File: config.mk
export PLATFORM = sky130hd
export DESIGN_NAME = axi_rd_arb2
export DESIGN_NICKNAME = d
export VERILOG_FILES = /design/src/rtl/axi_rd_arb2.sv
export SDC_FILE = /design/constraint.sdc
export NUM_CORES = 1
export LEC_CHECK = 0
export CAP_MARGIN = 20
export CORE_AREA = 2 2 121 123
export DETAILED_ROUTE_END_ITERATION = 10
export DIE_AREA = 0 0 123 125
export PLACE_DENSITY_LB_ADDON = 0.25
export SLEW_MARGIN = 0
export SYNTH_ARGS = -nofsm -noshare
export SYNTH_HDL_FRONTEND = slang
export SYNTH_SLANG_ARGS = --single-unit
File: constraint.sdc
create_clock -name clk -period 4.39 [get_ports clk]
set_input_delay 0.6585 -clock clk [delete_from_list [all_inputs] [get_ports clk]]
set_output_delay 0.6585 -clock clk [all_outputs]
set_load 0.01 [all_outputs]
File: src/rtl/axi_rd_arb2.sv
// axi_rd_arb2 -- two-master AXI read arbiter.
//
// Shares one slave AR channel between master 0 and master 1 using round-robin.
// The grant order is recorded in a small order FIFO, and the in-order R beats
// coming back from the slave are steered to the master at the FIFO head. A
// burst changes owner only after its rlast beat is accepted.
//
// Ports:
//   clk, reset              clock, asynchronous active-high reset
//   mN_ar*  (N=0,1)         master N read-address channel (in; arready out)
//   s_ar*                   registered read-address channel to the slave
//   s_r*                    read-data channel from the slave (rready out)
//   mN_r*   (N=0,1)         read-data channel to master N (rready in)
//   outst_cnt               bursts issued whose rlast has not yet been accepted
//   unexp_r                 sticky: an R beat arrived with nothing outstanding
module axi_rd_arb2 #(
    parameter int ID_WID    = 8,
    parameter int ADDR_WID  = 32,
    parameter int DATA_WID  = 32,
    parameter int USER_WID  = 2,
    parameter int MAX_OUTST = 8,
    parameter int CNT_WID   = 4
) (
    input  logic                clk,
    input  logic                reset,
    // master 0 AR
    input  logic [ID_WID-1:0]   m0_arid,
    input  logic [ADDR_WID-1:0] m0_araddr,
    input  logic [7:0]          m0_arlen,
    input  logic [2:0]          m0_arsize,
    input  logic [USER_WID-1:0] m0_aruser,
    input  logic                m0_arvalid,
    output logic                m0_arready,
    // master 1 AR
    input  logic [ID_WID-1:0]   m1_arid,
    input  logic [ADDR_WID-1:0] m1_araddr,
    input  logic [7:0]          m1_arlen,
    input  logic [2:0]          m1_arsize,
    input  logic [USER_WID-1:0] m1_aruser,
    input  logic                m1_arvalid,
    output logic                m1_arready,
    // slave AR
    output logic [ID_WID-1:0]   s_arid,
    output logic [ADDR_WID-1:0] s_araddr,
    output logic [7:0]          s_arlen,
    output logic [2:0]          s_arsize,
    output logic [USER_WID-1:0] s_aruser,
    output logic                s_arvalid,
    input  logic                s_arready,
    // slave R
    input  logic [ID_WID-1:0]   s_rid,
    input  logic [DATA_WID-1:0] s_rdata,
    input  logic [1:0]          s_rresp,
    input  logic [USER_WID-1:0] s_ruser,
    input  logic                s_rlast,
    input  logic                s_rvalid,
    output logic                s_rready,
    // master 0 R
    output logic [ID_WID-1:0]   m0_rid,
    output logic [DATA_WID-1:0] m0_rdata,
    output logic [1:0]          m0_rresp,
    output logic [USER_WID-1:0] m0_ruser,
    output logic                m0_rlast,
    output logic                m0_rvalid,
    input  logic                m0_rready,
    // master 1 R
    output logic [ID_WID-1:0]   m1_rid,
    output logic [DATA_WID-1:0] m1_rdata,
    output logic [1:0]          m1_rresp,
    output logic [USER_WID-1:0] m1_ruser,
    output logic                m1_rlast,
    output logic                m1_rvalid,
    input  logic                m1_rready,
    // status
    output logic [CNT_WID-1:0]  outst_cnt,
    output logic                unexp_r
);

    localparam int PTR_W = CNT_WID - 1;

    localparam logic [0:0] ST_IDLE  = 1'b0;
    localparam logic [0:0] ST_ISSUE = 1'b1;

    logic [0:0]          r_state;
    logic                r_last_grant;
    logic [ID_WID-1:0]   r_arid;
    logic [ADDR_WID-1:0] r_araddr;
    logic [7:0]          r_arlen;
    logic [2:0]          r_arsize;
    logic [USER_WID-1:0] r_aruser;
    logic                r_arvalid;
    logic [CNT_WID-1:0]  r_outst_cnt;
    logic                r_unexp_r;
    logic [MAX_OUTST-1:0] r_ord_mem;
    logic [PTR_W-1:0]    r_wr_ptr;
    logic [PTR_W-1:0]    r_rd_ptr;

    logic w_cap_ok;
    logic w_gnt_vld;
    logic w_gnt_idx;
    logic w_ar_hs;
    logic w_ord_empty;
    logic w_head;
    logic w_head_rready;
    logic w_pop;

    // The order FIFO holds exactly one entry per outstanding burst, so its
    // occupancy is outst_cnt itself; no separate fill counter is kept.
    assign w_ord_empty = (r_outst_cnt == '0);
    assign w_cap_ok    = (r_outst_cnt < CNT_WID'(MAX_OUTST));

    // Both requesting: the master that did not win last time gets the grant.
    assign w_gnt_idx = (m0_arvalid && m1_arvalid) ? ~r_last_grant : m1_arvalid;
    assign w_gnt_vld = (r_state == ST_IDLE) && w_cap_ok && (m0_arvalid || m1_arvalid);

    assign m0_arready = w_gnt_vld && (w_gnt_idx == 1'b0);
    assign m1_arready = w_gnt_vld && (w_gnt_idx == 1'b1);

    assign w_ar_hs = r_arvalid && s_arready;

    assign s_arid    = r_arid;
    assign s_araddr  = r_araddr;
    assign s_arlen   = r_arlen;
    assign s_arsize  = r_arsize;
    assign s_aruser  = r_aruser;
    assign s_arvalid = r_arvalid;
    assign outst_cnt = r_outst_cnt;
    assign unexp_r   = r_unexp_r;

    // R path: data is broadcast, only the head owner sees rvalid.
    assign w_head        = r_ord_mem[r_rd_ptr];
    assign w_head_rready = w_head ? m1_rready : m0_rready;
    assign s_rready      = ~w_ord_empty && w_head_rready;
    assign w_pop         = s_rvalid && s_rready && s_rlast;

    assign m0_rvalid = s_rvalid && ~w_ord_empty && (w_head == 1'b0);
    assign m1_rvalid = s_rvalid && ~w_ord_empty && (w_head == 1'b1);

    assign m0_rid   = s_rid;
    assign m0_rdata = s_rdata;
    assign m0_rresp = s_rresp;
    assign m0_ruser = s_ruser;
    assign m0_rlast = s_rlast;
    assign m1_rid   = s_rid;
    assign m1_rdata = s_rdata;
    assign m1_rresp = s_rresp;
    assign m1_ruser = s_ruser;
    assign m1_rlast = s_rlast;

    always_ff @(posedge clk or posedge reset) begin
        if (reset) begin
            r_state      <= ST_IDLE;
            r_last_grant <= 1'b1;
            r_arid       <= '0;
            r_araddr     <= '0;
            r_arlen      <= '0;
            r_arsize     <= '0;
            r_aruser     <= '0;
            r_arvalid    <= 1'b0;
            r_outst_cnt  <= '0;
            r_unexp_r    <= 1'b0;
            r_ord_mem    <= '0;
            r_wr_ptr     <= '0;
            r_rd_ptr     <= '0;
        end else begin
            case (r_state)
                ST_IDLE: begin
                    if (w_gnt_vld) begin
                        r_arid       <= w_gnt_idx ? m1_arid   : m0_arid;
                        r_araddr     <= w_gnt_idx ? m1_araddr : m0_araddr;
                        r_arlen      <= w_gnt_idx ? m1_arlen  : m0_arlen;
                        r_arsize     <= w_gnt_idx ? m1_arsize : m0_arsize;
                        r_aruser     <= w_gnt_idx ? m1_aruser : m0_aruser;
                        r_arvalid    <= 1'b1;
                        r_last_grant <= w_gnt_idx;
                        r_state      <= ST_ISSUE;
                    end
                end
                default: begin
                    // r_last_grant cannot change until this AR is accepted,
                    // so it also names the owner of the burst being issued.
                    if (w_ar_hs) begin
                        r_ord_mem[r_wr_ptr] <= r_last_grant;
                        r_wr_ptr            <= r_wr_ptr + PTR_W'(1);
                        r_arvalid           <= 1'b0;
                        r_state             <= ST_IDLE;
                    end
                end
            endcase

            if (w_pop) begin
                r_rd_ptr <= r_rd_ptr + PTR_W'(1);
            end

            case ({w_ar_hs, w_pop})
                2'b10:   r_outst_cnt <= r_outst_cnt + CNT_WID'(1);
                2'b01:   r_outst_cnt <= r_outst_cnt - CNT_WID'(1);
                default: r_outst_cnt <= r_outst_cnt;
            endcase

            if (s_rvalid && w_ord_empty) begin
                r_unexp_r <= 1'b1;
            end
        end
    end

endmodule
==> run metrics, run 1 <==
run status complete, no violations; synthesized area per cell 10.8 um^2; maximum clock frequency 0.332 GHz; critical path startpoint r_rd_ptr[0]; first-iteration detailed-routing DRC count 281; GRT Residual Overflow 0; TritonCTS clock tree yes; type of destination of the critical path primary output; placeable core area 14200 um^2; Tightest Hold Check Type register to register; Slew Viols, Final 0; Crit path arrival time 2.35 ns; worst hold path startpoint unexp_r; family of cells with the greatest summed delay on the critical path multiplexers; FF/Latch Area approximately 1900 um^2; Reg2Reg Launch Point r_rd_ptr[0]; hold_ws 0.463 ns; Boundary Pins 313; total setup buffers inserted after CTS 0; number of max-cap violations 0; Max FO, Critical Path 4; Mapped Area 3960 um^2; area of all placed cells without fillers 5600 um^2; most common cell after layout, fill and taps aside clkdlybuf4s50_1; routed wire length per instance 16.5 um; required time of the worst setup path about 3.7 ns; DRT Wirelength 10600 um; worst setup path category register to primary output; CTS sink cnt 75; fill count 1438; worst IR drop on VDD 0.000257 V; worst slew pin tran between 0.8 and 0.9 ns; Clock Tree Root clkbuf_16; post-CTS resize count 0; Hold Path Depth 1; Final Hold Fails 0; number of DRC violations after detailed routing 0; remaining number of nets flagged by the antenna check after routing 0; cell with the biggest individual delay on the critical path mux4_1; final worst path period need roughly 3 ns; Pwr Total 0.00384 W; Cell variety after synth 28; number of hold-repair buffers added at the cts stage 0; final HPWL from detailed placement 7760 um; number of buffers and inverters on the critical path 1; Nets approximately 600; Post-Synthesis Net Count 530; buffer depth of the longest clock path 2; vertical die dimension 125 um; weighted congestion reported at the end of routability-driven placement 0.744; number of buffers created by CTS 9; Total Neg Setup Slack 0 ns; worst-case reg-to-reg path depth 10; pin count of the biggest net entering global routing 57; worst clock skew 0.00709 ns; most frequent cells in the layout 180 x clkdlybuf4s50_1, 74 x dfrtp_1, 56 x inv_1, 53 x a222oi_1, 11 x nand2_1; share of the cycle needed by the critical path after routing between 60% and 70%; GR Util All Layers 14.3%; Port Buffers 180; power density of the placed cells slightly below 700 nW/um^2; sequence of cells on the critical path mux4_1 > mux2i_1 > nand2_1 > a21oi_1 > clkdlybuf4s50_1; peak per-stage delay on the critical path ~0.60 ns; initial core utilization 27.9%; setup repair after global routing missed its margin false; worst skew pair latency 0.33 ns; Worst slew margin 46.6%; Die Footprint 15400 um^2; layout cell share with drive strength beyond 1 approximately 7.7%; router iterations before antenna repair 6; area used by multi-input combinational logic approximately 1100 um^2; clock transition at the registers of the reported paths ~0.06 ns; min setup slack post-route about 1.4 ns; worst-case register-to-register setup slack ~1.5 ns; hold path endpoint unexp_r; count of state elements after synthesis 75; final setup violation count 0; cell row count 44; worst setup slack after placement 1.37 ns; routed via count divided by cell count about 4.7; type of element launching the critical path register; first-pass GRT wire length 16800 um; count of mapped cells out of synthesis 365; Leak 2.50 nW; CTS H-tree lvls 3; total via count in the routed design 3001; number of global-route vias before repair around 3.3k; number of warning messages in the yosys log 0; number of antenna violations at the first check in global routing 0; die extent in x 123 um; synthesis-to-finish area growth 41.5%; diode insertion count for antenna repair 0; cell area after placement 5300 um^2; sequential area share after synthesis 47.5%; capture instance of the worst register-to-register path outst_cnt[3]
## per-stage QoR
step / util [%] / instances
global placement: 37.3 / 625
detailed placement: 37.3 / 625
finish: 39.4 / 641
floorplan: - / 365
global route: 39.4 / 641
CTS: 39.4 / 641
## worst max-delay path by stage
stage	slack, ns	depth (start not counted)	endpoint
2_1_floorplan	1.66	10	outst_cnt[3]
3_3_place_gp	1.38	11	outst_cnt[3]
3_5_place_dp	1.37	11	outst_cnt[3]
4_1_cts	1.36	5	s_rready
5_1_grt	1.24	5	s_rready
6_report	1.38	5	s_rready
## cells in the mapped netlist (all sizes together)
| library cell | count | share of area, % |
|---|---|---|
| mux2i | 3 | 1.1 |
| mux2 | 11 | 3.3 |
| a21oi | 3 | 0.38 |
| xnor2 | 5 | 1.1 |
| mux4 | 2 | 1.3 |
| nor3 | 4 | 0.51 |
| fa | 1 | 0.51 |
| o21ai | 2 | 0.25 |
| xor2 | 3 | 0.66 |
| ha | 5 | 1.6 |
| buf | 92 | 17 |
| and3 | 1 | 0.16 |
| nand3 | 3 | 0.38 |
| nand2 | 11 | 1.0 |
| inv | 57 | 5.4 |
| nand2b | 3 | 0.47 |
| o41a | 1 | 0.28 |
| a21o | 3 | 0.57 |
| clkbuf | 16 | 1.5 |
| dfstp | 1 | 0.66 |
| dfrtp | 74 | 47 |
| nand4 | 2 | 0.32 |
| nor2 | 7 | 0.66 |
| a222oi | 53 | 13 |
| nor4 | 2 | 0.32 |
## cells by family after synthesis
family | count (synthesis) | share of synthesized area (%)
AOI/OAI and AO/OA | 62 | 14.9
xor gates and xnor gates | 8 | 1.77
adders and majority gates | 6 | 2.09
buffers and inverters | 165 | 24.2
DFF | 75 | 47.5
muxes | 16 | 5.72
and+or+nand+nor | 33 | 3.86
## layer usage
layer / vias up / part of all wire, % / global-route usage (%)
met5: - / 0 / 0
li1: 1381 / - / -
met4: 0 / 2.1 / 7.69
met1: 1413 / 39 / 16.2
met3: 29 / 11 / 6.16
met2: 178 / 48 / 22.4
## state kept, by name, summed over array words and instances (netlist names)
name	count
r_state	1
s_araddr	32
r_wr_ptr	3
unexp_r	1
s_arid	8
r_ord_mem	8
s_arvalid	1
r_last_grant	1
s_arsize	3
outst_cnt	4
s_arlen	8
s_aruser	2
r_rd_ptr	3
## worst register-to-register path: stages (launching register included)
cell	delay, ns
dfrtp_1	0.44
mux4_1	0.60
mux2_4	0.32
mux2i_4	0.21
ha_1	0.22
ha_1	0.28
a21o_1	0.17
a21oi_1	0.17
xnor2_1	0.13
nor2_1	0.06
xor2_1	0.14
## area by class of cell
cell class	instances	area share [%]
Sequential cell	75	33.5
Timing Repair Buffer	184	32.7
Multi-Input combinational cell	125	20.5
Clock buffer	12	4.40
Tap cell	184	4.11
Inverter	57	3.84
Clock inverter	4	0.916
## report_power, final
group	internal [W]	total [W]	switching, W
registers	0.00104	0.00130	0.000262
logic	0.00104	0.00181	0.000773
clock network	0.000456	0.000728	0.000273
total	0.00254	0.00384	0.00131
Note: power is estimated with default switching activity, not from simulation.
==> run 2: changes to the inputs <==
Clock period 4.39 ns to 3 ns, I/O delays scaled along.
==> run metrics, run 2 (synthesized netlist as in run 1, its figures left out) <==
flip-flop count of the largest register after layout 32 (unchanged); worst skew pair latency 0.34 ns (was 0.33 ns); Nets 619 (was 617); remaining number of nets flagged by the antenna check after routing 0 (unchanged); initial core utilization 27.9% (unchanged); synthesis-to-finish area growth 42.5% (was 41.5%); worst setup slack after placement 0.0743 ns (was 1.37 ns); buffer depth of the longest clock path 2 (unchanged); number of antenna violations at the first check in global routing 0 (unchanged); routed wire length per instance 16.6 um (was 16.5 um); capture instance of the worst register-to-register path outst_cnt[3] (unchanged); most frequent cells in the layout 180 x clkdlybuf4s50_1, 73 x dfrtp_1, 56 x inv_1, 53 x a222oi_1, 11 x nand2_1 (was 180 x clkdlybuf4s50_1, 74 x dfrtp_1, 56 x inv_1, 53 x a222oi_1, 11 x nand2_1); Clock Tree Root clkbuf_16 (unchanged); number of buffers created by CTS 9 (unchanged); number of max-cap violations 0 (unchanged); required time of the worst setup path 3.21 ns (was 3.73 ns); Boundary Pins 313 (unchanged); Slew Viols, Final 0 (unchanged); setup repair after global routing missed its margin false (unchanged); Die Footprint 15400 um^2 (unchanged); final setup violation count 0 (unchanged); total via count in the routed design 3007 (was 3001); worst-case reg-to-reg path depth 10 (unchanged); run status complete, no violations (unchanged); share of the cycle needed by the critical path after routing 93.7%; Tightest Hold Check Type register to register (unchanged); type of destination of the critical path register (was primary output); most common cell after layout, fill and taps aside clkdlybuf4s50_1 (unchanged); Port Buffers 180 (unchanged); Total Neg Setup Slack 0 ns (unchanged); TritonCTS clock tree yes (unchanged); Worst slew margin 56.3% (was 46.6%); power density of the placed cells 1010 nW/um^2 (was 687 nW/um^2); die extent in x 123 um (unchanged); weighted congestion reported at the end of routability-driven placement 0.775 (was 0.744); hold path endpoint unexp_r (unchanged); type of element launching the critical path register (unchanged); layout cell share with drive strength beyond 1 8.50% (was 7.66%); cell row count 44 (unchanged); Hold Path Depth 1 (unchanged); worst clock skew 0.00541 ns (was 0.00709 ns); routed via count divided by cell count 4.68 (about the same); first-iteration detailed-routing DRC count 260 (was 281); CTS H-tree lvls 3 (unchanged); Crit path arrival time 3.02 ns (was 2.35 ns); Reg2Reg Launch Point r_rd_ptr[0] (unchanged); final worst path period need 2.81 ns; DRT Wirelength 10700 um (was 10600 um); min setup slack post-route 0.190 ns (was 1.38 ns); Pwr Total 0.00568 W (was 0.00384 W); worst slew pin tran 0.656 ns (was 0.802 ns); diode insertion count for antenna repair 0 (unchanged); vertical die dimension 125 um (unchanged); number of DRC violations after detailed routing 0 (unchanged); placeable core area 14200 um^2 (unchanged); Max FO, Critical Path 4 (unchanged); worst-case register-to-register setup slack 0.19 ns (was 1.52 ns); pin count of the biggest net entering global routing 57 (unchanged); Final Hold Fails 0 (unchanged); Layout Utilization 39.7% (was 39.4%); first-pass GRT wire length 16900 um (was 16800 um); maximum clock frequency 0.356 GHz; clock transition at the registers of the reported paths 0.06 ns (about the same); worst hold path startpoint unexp_r (unchanged); number of global-route vias before repair 3325 (was 3250); GR Util All Layers 14.4% (was 14.3%); Leak 2.51 nW (was 2.50 nW); router iterations before antenna repair 6 (unchanged); worst IR drop on VDD 0.000483 V (was 0.000257 V); number of hold-repair buffers added at the cts stage 0 (unchanged); CTS sink cnt 75 (unchanged); GRT Residual Overflow 0 (unchanged); final HPWL from detailed placement 7780 um (was 7760 um); worst setup path category register to register (was register to primary output)
[run 2: cell types whose count changed in the layout (fill, tap and decap cells not counted), sizes merged]
cell,before,now
clkinv,3,2
clkbuf,12,13
buf,4,6
[run 2: through the flow]
stage	cells	cell area, um^2	hold WS (ns)
6_report	643	5640	0.460
2_1_floorplan	365	3960	0.472
3_3_place_gp	625	5310	0.448
5_1_grt	643	5640	0.483
4_1_cts	641	5620	0.470
3_5_place_dp	625	5310	0.457
[run 2: cell type report]
type	count	area [um^2]
fillers	1429	8570
flip-flops and latches	75	1880
repair buffers	186	1860
multi-input cells	125	1150
clock buffers	13	260
well taps	184	230
inverters	57	215
clock inverters	3	46.3
[run 2: how the worst max path moves through the flow]
| stage | from | to | cells past startpoint |
|---|---|---|---|
| 6_report | r_rd_ptr[0] | outst_cnt[3] | 10 |
| 4_1_cts | r_rd_ptr[0] | outst_cnt[3] | 10 |
| 5_1_grt | r_rd_ptr[0] | outst_cnt[3] | 10 |
| 3_3_place_gp | r_rd_ptr[0] | outst_cnt[3] | 10 |
| 3_5_place_dp | r_rd_ptr[0] | outst_cnt[3] | 10 |
| 2_1_floorplan | r_rd_ptr[0] | outst_cnt[3] | 10 |
[run 2: repair_timing]
| item | 4_1_cts | 5_1_grt |
|---|---|---|
| resized for setup | 0 | 2 |
| setup buffers | 0 | 2 |
| setup endpoints to repair | 0 | 1 |
[run 2: where the power goes]
| part | total, W | switching [W] | leakage, nW | internal [W] |
|---|---|---|---|---|
| sequential | 0.00191 | 0.000382 | 0.911 | 0.00152 |
| combinational | 0.00267 | 0.00114 | 1.45 | 0.00154 |
| clock | 0.00110 | 0.000413 | 0.146 | 0.000692 |
| total | 0.00568 | 0.00193 | 2.51 | 0.00375 |
[run 2: routing by layer]
metal / routed length [um] / track usage [%] / vias to the layer above
li1: - / - / 1390
met1: 4040 / 15.3 / 1421
met2: 5130 / 23.6 / 164
met3: 1270 / 6.80 / 32
met4: 245 / 7.29 / 0
met5: 0 / 0 / -
[run 2: worst max-delay path: stages, from the launching register on]
cell and delay (ns):
dfrtp_2 0.41, mux4_1 0.60, mux2_4 0.31, mux2i_4 0.21, ha_2 0.19, ha_1 0.28, a21o_1 0.18, a21oi_1 0.18
xnor2_1 0.13, nor2_1 0.06, xor2_1 0.13
